$ cat src/rtl/muldiv_unit.sv
// rtl/muldiv_unit.sv - iterative RV32M-style multiply/divide unit, one bit per cycle
//
// Parameters
//   WIDTH  operand/result width in bits (even, 8..64)
//   TAG_W  width of the pass-through destination tag
//
// Ports
//   i_clk      single clock
//   i_rst_n    asynchronous active-low reset
//   i_valid    request valid            o_ready   unit idle, can accept a request
//   i_funct3   000 mul, 001 mulh, 010 mulhsu, 011 mulhu,
//              100 div, 101 divu, 110 rem, 111 remu
//   i_op_a     rs1 operand              i_op_b    rs2 operand
//   i_tag      destination tag, returned unchanged on o_tag
//   i_flush    abort any in-flight operation (wins over i_valid / i_ready)
//   o_valid    result valid             i_ready   consumer accepts result
//   o_result   result                   o_tag     tag latched with the request
//
// Configuration macro
//   MULDIV_EARLY_OUT_EN  when defined, divide-by-zero, signed overflow and
//                        multiply by zero finish one edge after acceptance.
//                        Results are identical either way.

module muldiv_unit #(
    parameter int WIDTH = 32,
    parameter int TAG_W = 5
) (
    input  logic               i_clk,
    input  logic               i_rst_n,
    input  logic               i_valid,
    output logic               o_ready,
    input  logic [2:0]         i_funct3,
    input  logic [WIDTH-1:0]   i_op_a,
    input  logic [WIDTH-1:0]   i_op_b,
    input  logic [TAG_W-1:0]   i_tag,
    input  logic               i_flush,
    output logic               o_valid,
    input  logic               i_ready,
    output logic [WIDTH-1:0]   o_result,
    output logic [TAG_W-1:0]   o_tag
);

`ifdef MULDIV_EARLY_OUT_EN
    localparam logic EARLY_OUT = 1'b1;
`else
    localparam logic EARLY_OUT = 1'b0;
`endif

    localparam int CNT_W = $clog2(WIDTH + 1);
    localparam logic [CNT_W-1:0] CNT_LAST = CNT_W'(WIDTH - 1);
    localparam logic [WIDTH-1:0] MIN_NEG  = {1'b1, {(WIDTH-1){1'b0}}};

    typedef enum logic [1:0] {
        IDLE = 2'd0,
        BUSY = 2'd1,
        DONE = 2'd2
    } state_t;

    state_t state, state_nxt;

    // Latched request context
    logic [2:0]        funct_q;
    logic [TAG_W-1:0]  tag_q;
    logic              neg_q;          // final result must be negated
    logic              special_q;      // result known at acceptance
    logic [WIDTH-1:0]  special_val_q;
    logic [CNT_W-1:0]  cnt;

    // Shared iteration registers:
    //   multiply: hi = partial product high half, lo = multiplier (shifts out)
    //   divide:   hi = partial remainder,        lo = dividend in / quotient out
    //   opb:      multiplicand magnitude or divisor magnitude
    logic [WIDTH-1:0]  hi, lo, opb;

    // ---------------------------------------------------------------
    // Request decode (on the incoming operands)
    // ---------------------------------------------------------------
    logic              req_mul, a_signed, b_signed, a_neg, b_neg, req_neg;
    logic [WIDTH-1:0]  a_mag, b_mag;
    logic              div_zero, div_ovf, mul_zero, req_special;
    logic [WIDTH-1:0]  req_special_val;
    logic              accept;

    always_comb begin
        req_mul  = ~i_funct3[2];
        // Plain mul only needs the low half, which is sign-agnostic.
        a_signed = req_mul ? (i_funct3[1:0] == 2'b01 || i_funct3[1:0] == 2'b10)
                           : ~i_funct3[0];
        b_signed = req_mul ? (i_funct3[1:0] == 2'b01) : ~i_funct3[0];
        a_neg    = a_signed & i_op_a[WIDTH-1];
        b_neg    = b_signed & i_op_b[WIDTH-1];
        // Negating MIN_NEG yields MIN_NEG, which is the correct unsigned magnitude.
        a_mag    = a_neg ? (~i_op_a + 1'b1) : i_op_a;
        b_mag    = b_neg ? (~i_op_b + 1'b1) : i_op_b;
        // Remainder takes the dividend's sign; quotient/product the xor.
        req_neg  = (req_mul || !i_funct3[1]) ? (a_neg ^ b_neg) : a_neg;

        div_zero = !req_mul && (i_op_b == '0);
        div_ovf  = !req_mul && !i_funct3[0] && (i_op_a == MIN_NEG) && (i_op_b == '1);
        mul_zero = req_mul && ((i_op_a == '0) || (i_op_b == '0));
        req_special = div_zero || div_ovf || mul_zero;

        req_special_val = '0;
        if (div_zero)
            req_special_val = i_funct3[1] ? i_op_a : '1;
        else if (div_ovf)
            req_special_val = i_funct3[1] ? '0 : MIN_NEG;

        accept = (state == IDLE) && i_valid && !i_flush;
    end

    // ---------------------------------------------------------------
    // One iteration step
    // ---------------------------------------------------------------
    logic [WIDTH:0]    mul_sum;
    logic [WIDTH-1:0]  mul_hi_n, mul_lo_n;
    logic [WIDTH:0]    div_shift, div_diff;
    logic [WIDTH-1:0]  div_hi_n, div_lo_n;

    always_comb begin
        mul_sum  = {1'b0, hi} + (lo[0] ? {1'b0, opb} : {(WIDTH+1){1'b0}});
        mul_hi_n = mul_sum[WIDTH:1];
        mul_lo_n = {mul_sum[0], lo[WIDTH-1:1]};

        // Restoring divide: trial subtract, keep it only when non-negative.
        div_shift = {hi, lo[WIDTH-1]};
        div_diff  = div_shift - {1'b0, opb};
        div_hi_n  = div_diff[WIDTH] ? div_shift[WIDTH-1:0] : div_diff[WIDTH-1:0];
        div_lo_n  = {lo[WIDTH-2:0], ~div_diff[WIDTH]};
    end

    // ---------------------------------------------------------------
    // Completion: sign correction and result select
    // ---------------------------------------------------------------
    logic              last, finish;
    logic [2*WIDTH-1:0] prod, prod_s;
    logic [WIDTH-1:0]  mul_res, div_val, div_res, fin_res;

    always_comb begin
        last    = (cnt == CNT_LAST);
        finish  = last || (EARLY_OUT && special_q);

        prod    = {mul_hi_n, mul_lo_n};
        prod_s  = neg_q ? (~prod + 1'b1) : prod;
        mul_res = (funct_q[1:0] == 2'b00) ? prod_s[WIDTH-1:0] : prod_s[2*WIDTH-1:WIDTH];

        div_val = funct_q[1] ? div_hi_n : div_lo_n;
        div_res = neg_q ? (~div_val + 1'b1) : div_val;

        fin_res = special_q ? special_val_q : (funct_q[2] ? div_res : mul_res);
    end

    // ---------------------------------------------------------------
    // FSM
    // ---------------------------------------------------------------
    always_ff @(posedge i_clk or negedge i_rst_n) begin
        if (!i_rst_n)
            state <= IDLE;
        else
            state <= state_nxt;
    end

    always_comb begin
        state_nxt = state;
        o_valid   = (state == DONE);
        o_ready   = (state == IDLE) && i_rst_n;
        case (state)
            IDLE:    if (i_valid) state_nxt = BUSY;
            BUSY:    if (finish)  state_nxt = DONE;
            DONE:    if (i_ready) state_nxt = IDLE;
            default: state_nxt = IDLE;
        endcase
        if (i_flush)
            state_nxt = IDLE;
    end

    // ---------------------------------------------------------------
    // Datapath
    // ---------------------------------------------------------------
    always_ff @(posedge i_clk or negedge i_rst_n) begin
        if (!i_rst_n) begin
            funct_q       <= '0;
            tag_q         <= '0;
            neg_q         <= 1'b0;
            special_q     <= 1'b0;
            special_val_q <= '0;
            cnt           <= '0;
            hi            <= '0;
            lo            <= '0;
            opb           <= '0;
            o_result      <= '0;
            o_tag         <= '0;
        end else if (accept) begin
            funct_q       <= i_funct3;
            tag_q         <= i_tag;
            neg_q         <= req_neg;
            special_q     <= req_special;
            special_val_q <= req_special_val;
            cnt           <= '0;
            hi            <= '0;
            lo            <= req_mul ? b_mag : a_mag;
            opb           <= req_mul ? a_mag : b_mag;
        end else if (state == BUSY && !i_flush) begin
            cnt <= cnt + 1'b1;
            hi  <= funct_q[2] ? div_hi_n : mul_hi_n;
            lo  <= funct_q[2] ? div_lo_n : mul_lo_n;
            if (finish) begin
                o_result <= fin_res;
                o_tag    <= tag_q;
            end
        end
    end

endmodule

$ cat config.mk
export PLATFORM = sky130hd
export DESIGN_NAME = muldiv_unit
export DESIGN_NICKNAME = d
export VERILOG_FILES = /design/src/rtl/muldiv_unit.sv
export SDC_FILE = /design/constraint.sdc
export NUM_CORES = 1
export LEC_CHECK = 0
export ABC_CLOCK_PERIOD_IN_PS = 16430
export CORE_MARGIN = 8
export CORE_UTILIZATION = 50
export DETAILED_ROUTE_END_ITERATION = 8
export PLACE_DENSITY = 0.69
export SYNTH_ARGS = -nofsm -noshare
export SYNTH_HDL_FRONTEND = slang
export SYNTH_SLANG_ARGS = --single-unit
export TNS_END_PERCENT = 5
$ cat constraint.sdc
create_clock -name i_clk -period 16.43 [get_ports i_clk]
set_input_delay 1.643 -clock i_clk [delete_from_list [all_inputs] [get_ports i_clk]]
set_output_delay 1.643 -clock i_clk [all_outputs]
set_load 0.01 [all_outputs]
* Yosys cells after proc, flatten, opt, wreduce, memory -nomap -nowiden
Cells that the tools add are included.
** Storage, ports and cells
- Input port bits :: 77
- Output and inout bits :: 39
- Word-level logic and storage cells :: 96
- Flip-flop bits (word level) :: 183
** Cells by class
- Bitwise logic cells :: 11
- Muxes and demuxes :: 32
- Reductions and logical operators :: 24
- Eq/ne operators :: 10
- Add/subtract/negate cells :: 7
** Operators by type and width (count)
- $mux 32 :: 21
- $add 32x1->32 const B :: 3
- $not 32->32 :: 3
- $add 64x1->64 const B :: 1
- $eq 32x32->1 const B :: 2
- $logic_not 32->1 :: 2
- $mux 64 :: 1
- $not 64->64 :: 1
- $add 32x32->33 :: 1
- $sub 33x32->33 :: 1
- $mux 6 :: 2
- $logic_and 1x1->1 :: 9
- $mux 2 :: 4
- $add 6x1->6 const B :: 1
- $eq 6x5->1 const B :: 1
- $ne 3x3->1 const B :: 2
- $pmux 2 s3 :: 1
- $reduce_and 3->1 :: 2
- $logic_or 1x1->1 :: 5
- $eq 2x1->1 const B :: 2
- $eq 2x2->1 const B :: 2
- $logic_not 2->1 :: 2
- $not 1->1 :: 4
- $logic_not 1->1 :: 3
- other kinds (5) :: 8

* Longest topological paths before layout
Gate-level depths: netlist (run 1).
- Depth after elaboration :: 8
- Depth in mapped cells :: 25
- Mapped depth without buffers :: 23

* Worst setup path before layout (run 1)
No wires, ideal clock.
- Kind :: reg2reg
- From :: register hi[22]
- To :: register o_result[14]
- Cell stages (with the launch flop) :: 24
- Data arrival time :: 5.742 ns
- Path slack :: 10.552 ns
- Period minus slack after synthesis :: 5.878 ns
- Path buffers :: 3
- Cells stage by stage :: dfrtp_1 ha_1 clkbuf_1 a21o_1 o21bai_1 a22o_1 or3_1 o211ai_1 clkbuf_1 clkbuf_1 mux2i_1 nor2_1 a21oi_1 ha_1 inv_1 or4b_2 nand2_1 mux2i_1 a31o_2 or4_1 and2_1 xnor2_1 a221oi_1 a21oi_1
** Between the ends
- Cells in the longest elaborated chain, start to end :: 8
- Elaborated cells between the ends (all ways) :: 9
- Those cells by class :: 2 x add/sub; 5 x mux; 2 x bitwise
** RTL lines
- from (decl) :: RTL line 73 : logic [WIDTH-1:0] hi, lo, opb;
- from (signal assigned) :: RTL line 205 : hi <= funct_q[2] ? div_hi_n : mul_hi_n;
- $sub 33x32->33 (*) :: RTL line 127 : div_diff = div_shift - {1'b0, opb};
- $mux 32 / $not 1->1 (equally long branches) :: RTL line 128, 129
- $mux 32 (*) :: RTL line 147 : div_val = funct_q[1] ? div_hi_n : div_lo_n;
- $not 32->32 :: RTL line 148 : div_res = neg_q ? (~div_val + 1'b1) : div_val;
- $add 32x1->32 :: RTL line 148
- $mux 32 (*) :: RTL line 148
- $mux 32 (*) (2 in series) :: RTL line 150 : fin_res = special_q ? special_val_q : (funct_q[2] ? div_res : mul_res);
- to (signal assigned) :: RTL line 208 : o_result <= fin_res;
- to (decl) :: RTL line 39 : output logic [WIDTH-1:0] o_result,
Mark *: on every way between the ends. The rest lies on a longest branch, timed or not.
A chain may end at the register's enable or synchronous reset.

* Worst setup path after layout (run 1)
- From :: register lo[31]
- To :: register o_result[14]
** Between the ends
- Cells in the longest elaborated chain, start to end :: 8
- Elaborated cells between the ends (all ways) :: 13
- Those cells by class :: 3 x add/sub; 7 x mux; 3 x bitwise
** RTL lines
- from (decl) :: RTL line 73
- from (signal assigned) :: RTL line 201 : lo <= req_mul ? b_mag : a_mag;
- from (signal assigned) :: RTL line 206 : lo <= funct_q[2] ? div_lo_n : mul_lo_n;
- $sub 33x32->33 :: RTL line 127
- $mux 32 / $not 1->1 (equally long branches) :: RTL line 128, 129
- $mux 32 :: RTL line 147
- $not 32->32 :: RTL line 148
- $add 32x1->32 :: RTL line 148
- $mux 32 :: RTL line 148
- $mux 32 (*) (2 in series) :: RTL line 150
Marked as above.

==> results_dict.tcl, run 1 <==
set metrics [dict create \
    outcome "finished clean" \
    synth_area_per_cell_sq_um 7.33 \
    required_ns 16.77 \
    cts_root_buf "clkbuf_16" \
    ctsHoldBuffers 0 \
    finClkSkew_ns 0.0162 \
    p_leak_uw 0.00835 \
    grt_max_degree 112 \
    synth_seq_cells 183 \
    gp_congestion 1.01 \
    maxCapViolCount 0 \
    critical_path_arrival_ns 7.22 \
    critPathMaxStageDelay_ns 0.60 \
    critPathKind "reg2reg" \
    drv_slew 0 \
    drive_above_1_share_pct 4.31 \
    place_hpwl_um 57000 \
    synth.most_common_cell "nand2_1" \
    grt_pass1_wl_um 111000 \
    yosys.area_share.simple_pct 23.5 \
    synth_edf_count 0 \
    synth_top_family_by_area "compound AO/OA/AOI/OAI gates" \
    vias_per_cell 6.52 \
    dr.first_iter.drc_count 2086 \
    die_area_sq_um 42200 \
    period_minus_slack_ns 6.88 \
    syn_to_final_growth_pct 10.8 \
    die_w_um 205 \
    critPathBufInv 4 \
    ys_async_sr_fraction_pct 100 \
    p_per_area_nw_per_um2 161 \
    ys_seq_area_share_pct 25.5 \
    synthFlopType "dfrtp_1" \
    htree_num_levels 4 \
    post-route-period-util_pct 41.9 \
    synthAdderAreaFrac_pct 5.17 \
    slew_headroom_pct 32.5 \
    grt_util_all_layers_pct 34.4 \
    ant_nets 0 \
    dr.pass1.iters 6 \
    dr_total_vias 19000 \
    yosys_warnings 0 \
    synth_nets 2600 \
    rsz0062_at_grt "false" \
    start_util_pct 50.6 \
    gr-total-overflow 0 \
    rows 69 \
    synthDistinctLibCells 78 \
    critical_path.top_delay_family "compound AO/OA/AOI/OAI gates" \
    grt_pass1_vias 17600 \
    tightest_slew_ns 1.01 \
    insertion_delay_ns 0.47 \
    fin_nets 2595 \
    cp-end-kind "flop" \
    power_uw 3200 \
    coreArea_sq_um 35500 \
    drt_wl_total_um 74300 \
    fmax_ghz 0.145 \
    cts_buffers 17 \
    synth.cell_area_sq_um 18000 \
    die_y_um 205 \
    yosys.area_share.xor_xnor_pct 9.32 \
    antenna_found_initial 9 \
    setup_tns_ns 0 \
    clockBufferDepth 2 \
    clk_pin_slew_ns 0.08 \
    ir_drop_mv 0.0962 \
    port_buffers 115 \
    dp.cells 2887 \
    final-setup-viol-count 0 \
    post_cts_resized 0 \
    muxShareOfSynthArea_pct 3.92 \
    critPathLaunchType "flop" \
    synth.top_cell.area_share_pct 25.5 \
    drc 0 \
    ioPinCount 116 \
    yosysTopAreaCell "dfrtp_1" \
    antenna_cells 0 \
    synth.area.top_cells "dfrtp_1 26%, nand2_1 7.6%, o21ai_0 7.1%" \
    synth_common_cells "363 x nand2_1, 255 x o21ai_0, 221 x a21oi_1" \
    stdcell_count 2918 \
    cts_tree "yes" \
    hold_violations 0 \
    cp_max_fo 38 \
    slowest_stage "or4b_2" \
    crit_chain "inv_1, ha_1, inv_1, fa_1, a211oi_1, o211ai_1, nand4_1, a21oi_1, o211ai_1, buf_4, mux2i_1, nor2_1, a21oi_1, ha_1, inv_1, or4b_2, nand2_1, mux2i_1, a31o_2, or4_1, and2_1, xnor2_1, a221oi_1, a21oi_1" \
    cts.sinks 183 \
    post_drt_wl_per_cell_um 25.5 \
    postCtsSetupRepairBufs 0 \
    hold_path_class "reg2reg" \
    netlist_instances 2450 \
    synth_compound_area_share_pct 27.6 \
]
[cells in the final DEF (no fill, tap or decap), drive strengths merged, types with 6 or more instances in the layout]
cell	instances
a211o	6
a211oi	44
a21o	34
a21oi	221
a22o	16
a31oi	15
a41oi	7
and2	49
and3	27
buf	29
clkbuf	19
clkdlybuf4s50	113
dfrtp	183
ha	71
inv	71
mux2	10
mux2i	59
nand2	363
nand2b	13
nand3	30
nand3b	6
nand4	25
nand4b	6
nor2	211
nor3	63
nor4	22
o211ai	67
o21a	8
o21ai	256
o21bai	7
o221ai	13
o31ai	35
o41ai	16
or2	6
or3	35
or4	21
xnor2	95
xor2	96
[registers in the layout, summed over array words and instances (netlist names)]
name	flops
opb	32
state	2
o_tag	5
neg_q	1
cnt	6
lo	32
tag_q	5
hi	32
o_result	32
funct_q	3
special_val_q	32
special_q	1
[metal layers]
metal	global-route usage (%)	share of wire, %	up-vias
li1	-	-	8831
met1	45.3	42	9009
met2	53.5	45	974
met3	7.27	8.6	185
met4	15.6	4.7	16
met5	0	0.15	-
[stage by stage]
step                util [%]  cell area [sq um]  hold WS (ns)  worst slack (ns)
CTS                     56.1              19900         0.473              9.76
floorplan                  -              18000         0.431             10.55
detailed placement      54.3              19300         0.457              9.80
finish                  56.1              19900         0.469              9.55
global placement        54.3              19300         0.444              9.87
global route            56.1              19900         0.484              9.27
[power breakdown]
| part | leakage (uW) | internal, uW | switching (uW) |
|---|---|---|---|
| clock | 0.000299 | 248 | 215 |
| combinational | 0.00564 | 711 | 1360 |
| sequential | 0.00241 | 522 | 143 |
[logic make-up (layout without fill, tap and decap cells)]
| family | count (synthesis) | count (layout) |
|---|---|---|
| AO/OA/AOI/OAI | 799 | 799 |
| flip-flops | 183 | 183 |
| multiplexers | 69 | 69 |
| buffers and inverters | 233 | 240 |
| adder cells (fa/ha/maj) | 73 | 73 |
| AND/OR/NAND/NOR | 902 | 902 |
| XOR/XNOR | 191 | 191 |
[worst register-to-register path: cells and delay by family, from the launching register on]
| kind | cells | cell delay, ns |
|---|---|---|
| simple gates | 6 | 1.73 |
| buf+inv | 4 | 0.82 |
| flops | 1 | 0.45 |
| mux | 2 | 0.47 |
| xor+xnor | 1 | 0.13 |
| fa+ha+maj | 3 | 0.81 |
| compound gates | 8 | 2.34 |
[worst paths after layout]
| path | slack, ns | cells after the start | to | startpoint |
|---|---|---|---|---|
| setup reg to reg | 9.55 | 24 | o_result[14]$_DFFE_PN0P_ | lo[31]$_DFFE_PN0P_ |
| max in group asynchronous | 13.81 | 2 | funct_q[2]$_DFFE_PN0P_ | i_rst_n |
| hold / removal | 0.47 | 2 | special_val_q[9]$_DFFE_PN0P_ | special_val_q[9]$_DFFE_PN0P_ |
| min in group asynchronous | 1.16 | 1 | o_tag[2]$_DFFE_PN0P_ | i_rst_n |
| hold reg to reg | 0.47 | 2 | special_val_q[9]$_DFFE_PN0P_ | special_val_q[9]$_DFFE_PN0P_ |
| setup / recovery | 9.55 | 24 | o_result[14]$_DFFE_PN0P_ | lo[31]$_DFFE_PN0P_ |
[area by class of cell]
| cell class | count | area (sq um) |
|---|---|---|
| Fill cell | 3422 | 15600 |
| Multi-Input combinational cell | 2034 | 12500 |
| Sequential cell | 183 | 4590 |
| Timing Repair Buffer | 143 | 1360 |
| Tap cell | 461 | 577 |
| Clock buffer | 18 | 439 |
| Inverter | 66 | 248 |
| Clock inverter | 13 | 185 |
Power figures use the tool's default switching activity.
==> run 2: changes to the inputs <==
--- a/config.mk
+++ b/config.mk
@@ -5,7 +5,7 @@
 export SDC_FILE = /design/constraint.sdc
 export NUM_CORES = 1
 export LEC_CHECK = 0
-export ABC_CLOCK_PERIOD_IN_PS = 16430
+export ABC_CLOCK_PERIOD_IN_PS = 6800
 export CORE_MARGIN = 8
 export CORE_UTILIZATION = 50
 export DETAILED_ROUTE_END_ITERATION = 8
==> constraint.sdc (replaced) <==
create_clock -name i_clk -period 6.8 [get_ports i_clk]
set_input_delay 0.68 -clock i_clk [delete_from_list [all_inputs] [get_ports i_clk]]
set_output_delay 0.68 -clock i_clk [all_outputs]
set_load 0.01 [all_outputs]
==> results_dict.tcl, run 2 (synthesis gave the netlist of run 1 again) <==
set metrics [dict create \
    outcome "finished clean" \
    finClkSkew_ns 0.0138 \
    fmax_ghz 0.165 \
    post-route-period-util_pct 89.2 \
    met1_usage_pct 45.4 \
    cts_root_buf "clkbuf_16" \
    ctsHoldBuffers 0 \
    layout_commonest_cell "nand2_1" \
    p_leak_uw 0.00835 \
    fin_nets 2607 \
    cts_tree "yes" \
    rows 69 \
    critPathLaunchType "flop" \
    dr_total_vias 19100 \
    clockBufferDepth 2 \
    port_buffers 115 \
    setup_tns_ns 0 \
    die_w_um 205 \
    gr-total-overflow 0 \
    grt_pass1_wl_um 112000 \
    die_area_sq_um 42200 \
    die_y_um 205 \
    insertion_delay_ns 0.46 \
    coreArea_sq_um 35500 \
    start_util_pct 50.6 \
    final-setup-viol-count 0 \
    hold_path_class "in2async" \
    power_uw 7660 \
    syn_to_final_growth_pct 10.9 \
    clk_pin_slew_ns 0.07 \
    place_hpwl_um 58000 \
    post_drt_wl_per_cell_um 25.3 \
    whs_ns 0.184 \
    p_per_area_nw_per_um2 385 \
    cts_buffers 17 \
    ir_drop_mv 0.213 \
    critPathKind "reg2reg" \
    antenna_found_initial 5 \
    ant_nets 0 \
    maxCapViolCount 0 \
    grt_util_all_layers_pct 34.7 \
    use_met3_pct 7.59 \
    drv_slew 0 \
    fin_ws_ns 0.733 \
    dr.first_iter.drc_count 2232 \
    grt_pass1_vias 18000 \
    vias_per_cell 6.51 \
    postCtsSetupRepairBufs 0 \
    cp-end-kind "flop" \
    ioPinCount 116 \
    rsz0062_at_grt "false" \
    post_dp_cell_area_sq_um 19400 \
    dr.pass1.iters 6 \
    critical_path_arrival_ns 6.38 \
    drive_above_1_share_pct 4.66 \
    tightest_slew_ns 1.16 \
    slew_headroom_pct 22.7 \
    post_cts_resized 0 \
    busiest_layer "met2" \
    mostFrequentLayoutCells "362 x nand2_1, 255 x o21ai_0, 221 x a21oi_1" \
    required_ns 7.11 \
    antenna_cells 0 \
    gp_congestion 1.00 \
    final_cell_area_sq_um 19900 \
    drt_wl_total_um 74200 \
    place_ws_ns 0.948 \
    htree_num_levels 4 \
    cp_max_fo 7 \
    grt_use_met2_pct 53.4 \
    hold_violations 0 \
    drc 0 \
    period_minus_slack_ns 6.07 \
    cts.sinks 183 \
    grt_max_degree 111 \
]
## run 2: cell types whose count changed in the layout (fill, tap and decap cells not counted), sizes merged
cell,previous run,this run
buf,29,41
bufinv,3,1
clkbuf,19,20
clkinvlp,2,5
inv,71,67
## run 2: cell type report
| type | count | area (sq um) |
|---|---|---|
| tap | 461 | 577 |
| multi-input combinational | 2034 | 12500 |
| timing repair buffer | 155 | 1450 |
| clock inverter | 10 | 101 |
| fill | 3446 | 15600 |
| sequential | 183 | 4590 |
| clock buffer | 19 | 443 |
| inverter | 66 | 248 |
## run 2: final timing paths
| kind | from | cells past startpoint | slack, ns | endpoint |
|---|---|---|---|---|
| worst max register to register | lo[31]$_DFFE_PN0P_ | 23 | 0.73 | o_result[14]$_DFFE_PN0P_ |
| min in group i_clk | special_val_q[30]$_DFFE_PN0P_ | 2 | 0.47 | special_val_q[30]$_DFFE_PN0P_ |
| worst min register to register | special_val_q[30]$_DFFE_PN0P_ | 2 | 0.47 | special_val_q[30]$_DFFE_PN0P_ |
| max in group asynchronous | i_rst_n | 2 | 5.16 | funct_q[2]$_DFFE_PN0P_ |
| worst max-delay path | lo[31]$_DFFE_PN0P_ | 23 | 0.73 | o_result[14]$_DFFE_PN0P_ |
| worst min-delay path | i_rst_n | 1 | 0.18 | tag_q[3]$_DFFE_PN0P_ |
## run 2: power by group
group | internal [uW] | switching (uW)
Clock | 512 | 477
Combinational | 1760 | 3280
Sequential | 1260 | 364
Total | 3540 | 4120
## run 2: layer usage
layer | part of all wire, % | up-vias
met5 | 0.073 | -
met3 | 8.5 | 193
met2 | 44 | 924
met1 | 42 | 9089
li1 | - | 8856
met4 | 5.5 | 8
## run 2: through the flow
stage | util, % | std cells
final | 56.1 | 2928
after detailed placement | 54.6 | 2899
after global placement | 54.6 | 2899
after global routing | 56.1 | 2928
after floorplan | - | 2450
after CTS | 56.1 | 2928
## run 2: critical path: stages, from the launching register on
cell and delay, ns:
dfrtp_1 0.45, inv_1 0.15, ha_1 0.18, inv_1 0.05, fa_1 0.41, a211oi_1 0.41
o211ai_1 0.26, and4_1 0.28, o2111ai_1 0.28, o211ai_1 0.30, mux2i_1 0.27, nor2_1 0.06
a21oi_1 0.19, ha_1 0.20, inv_1 0.07, or4b_2 0.60, nand2_1 0.09, mux2i_1 0.12
a31o_2 0.32, or4_1 0.52, and2_1 0.19, xnor2_1 0.12, a221oi_1 0.26, a21oi_1 0.11
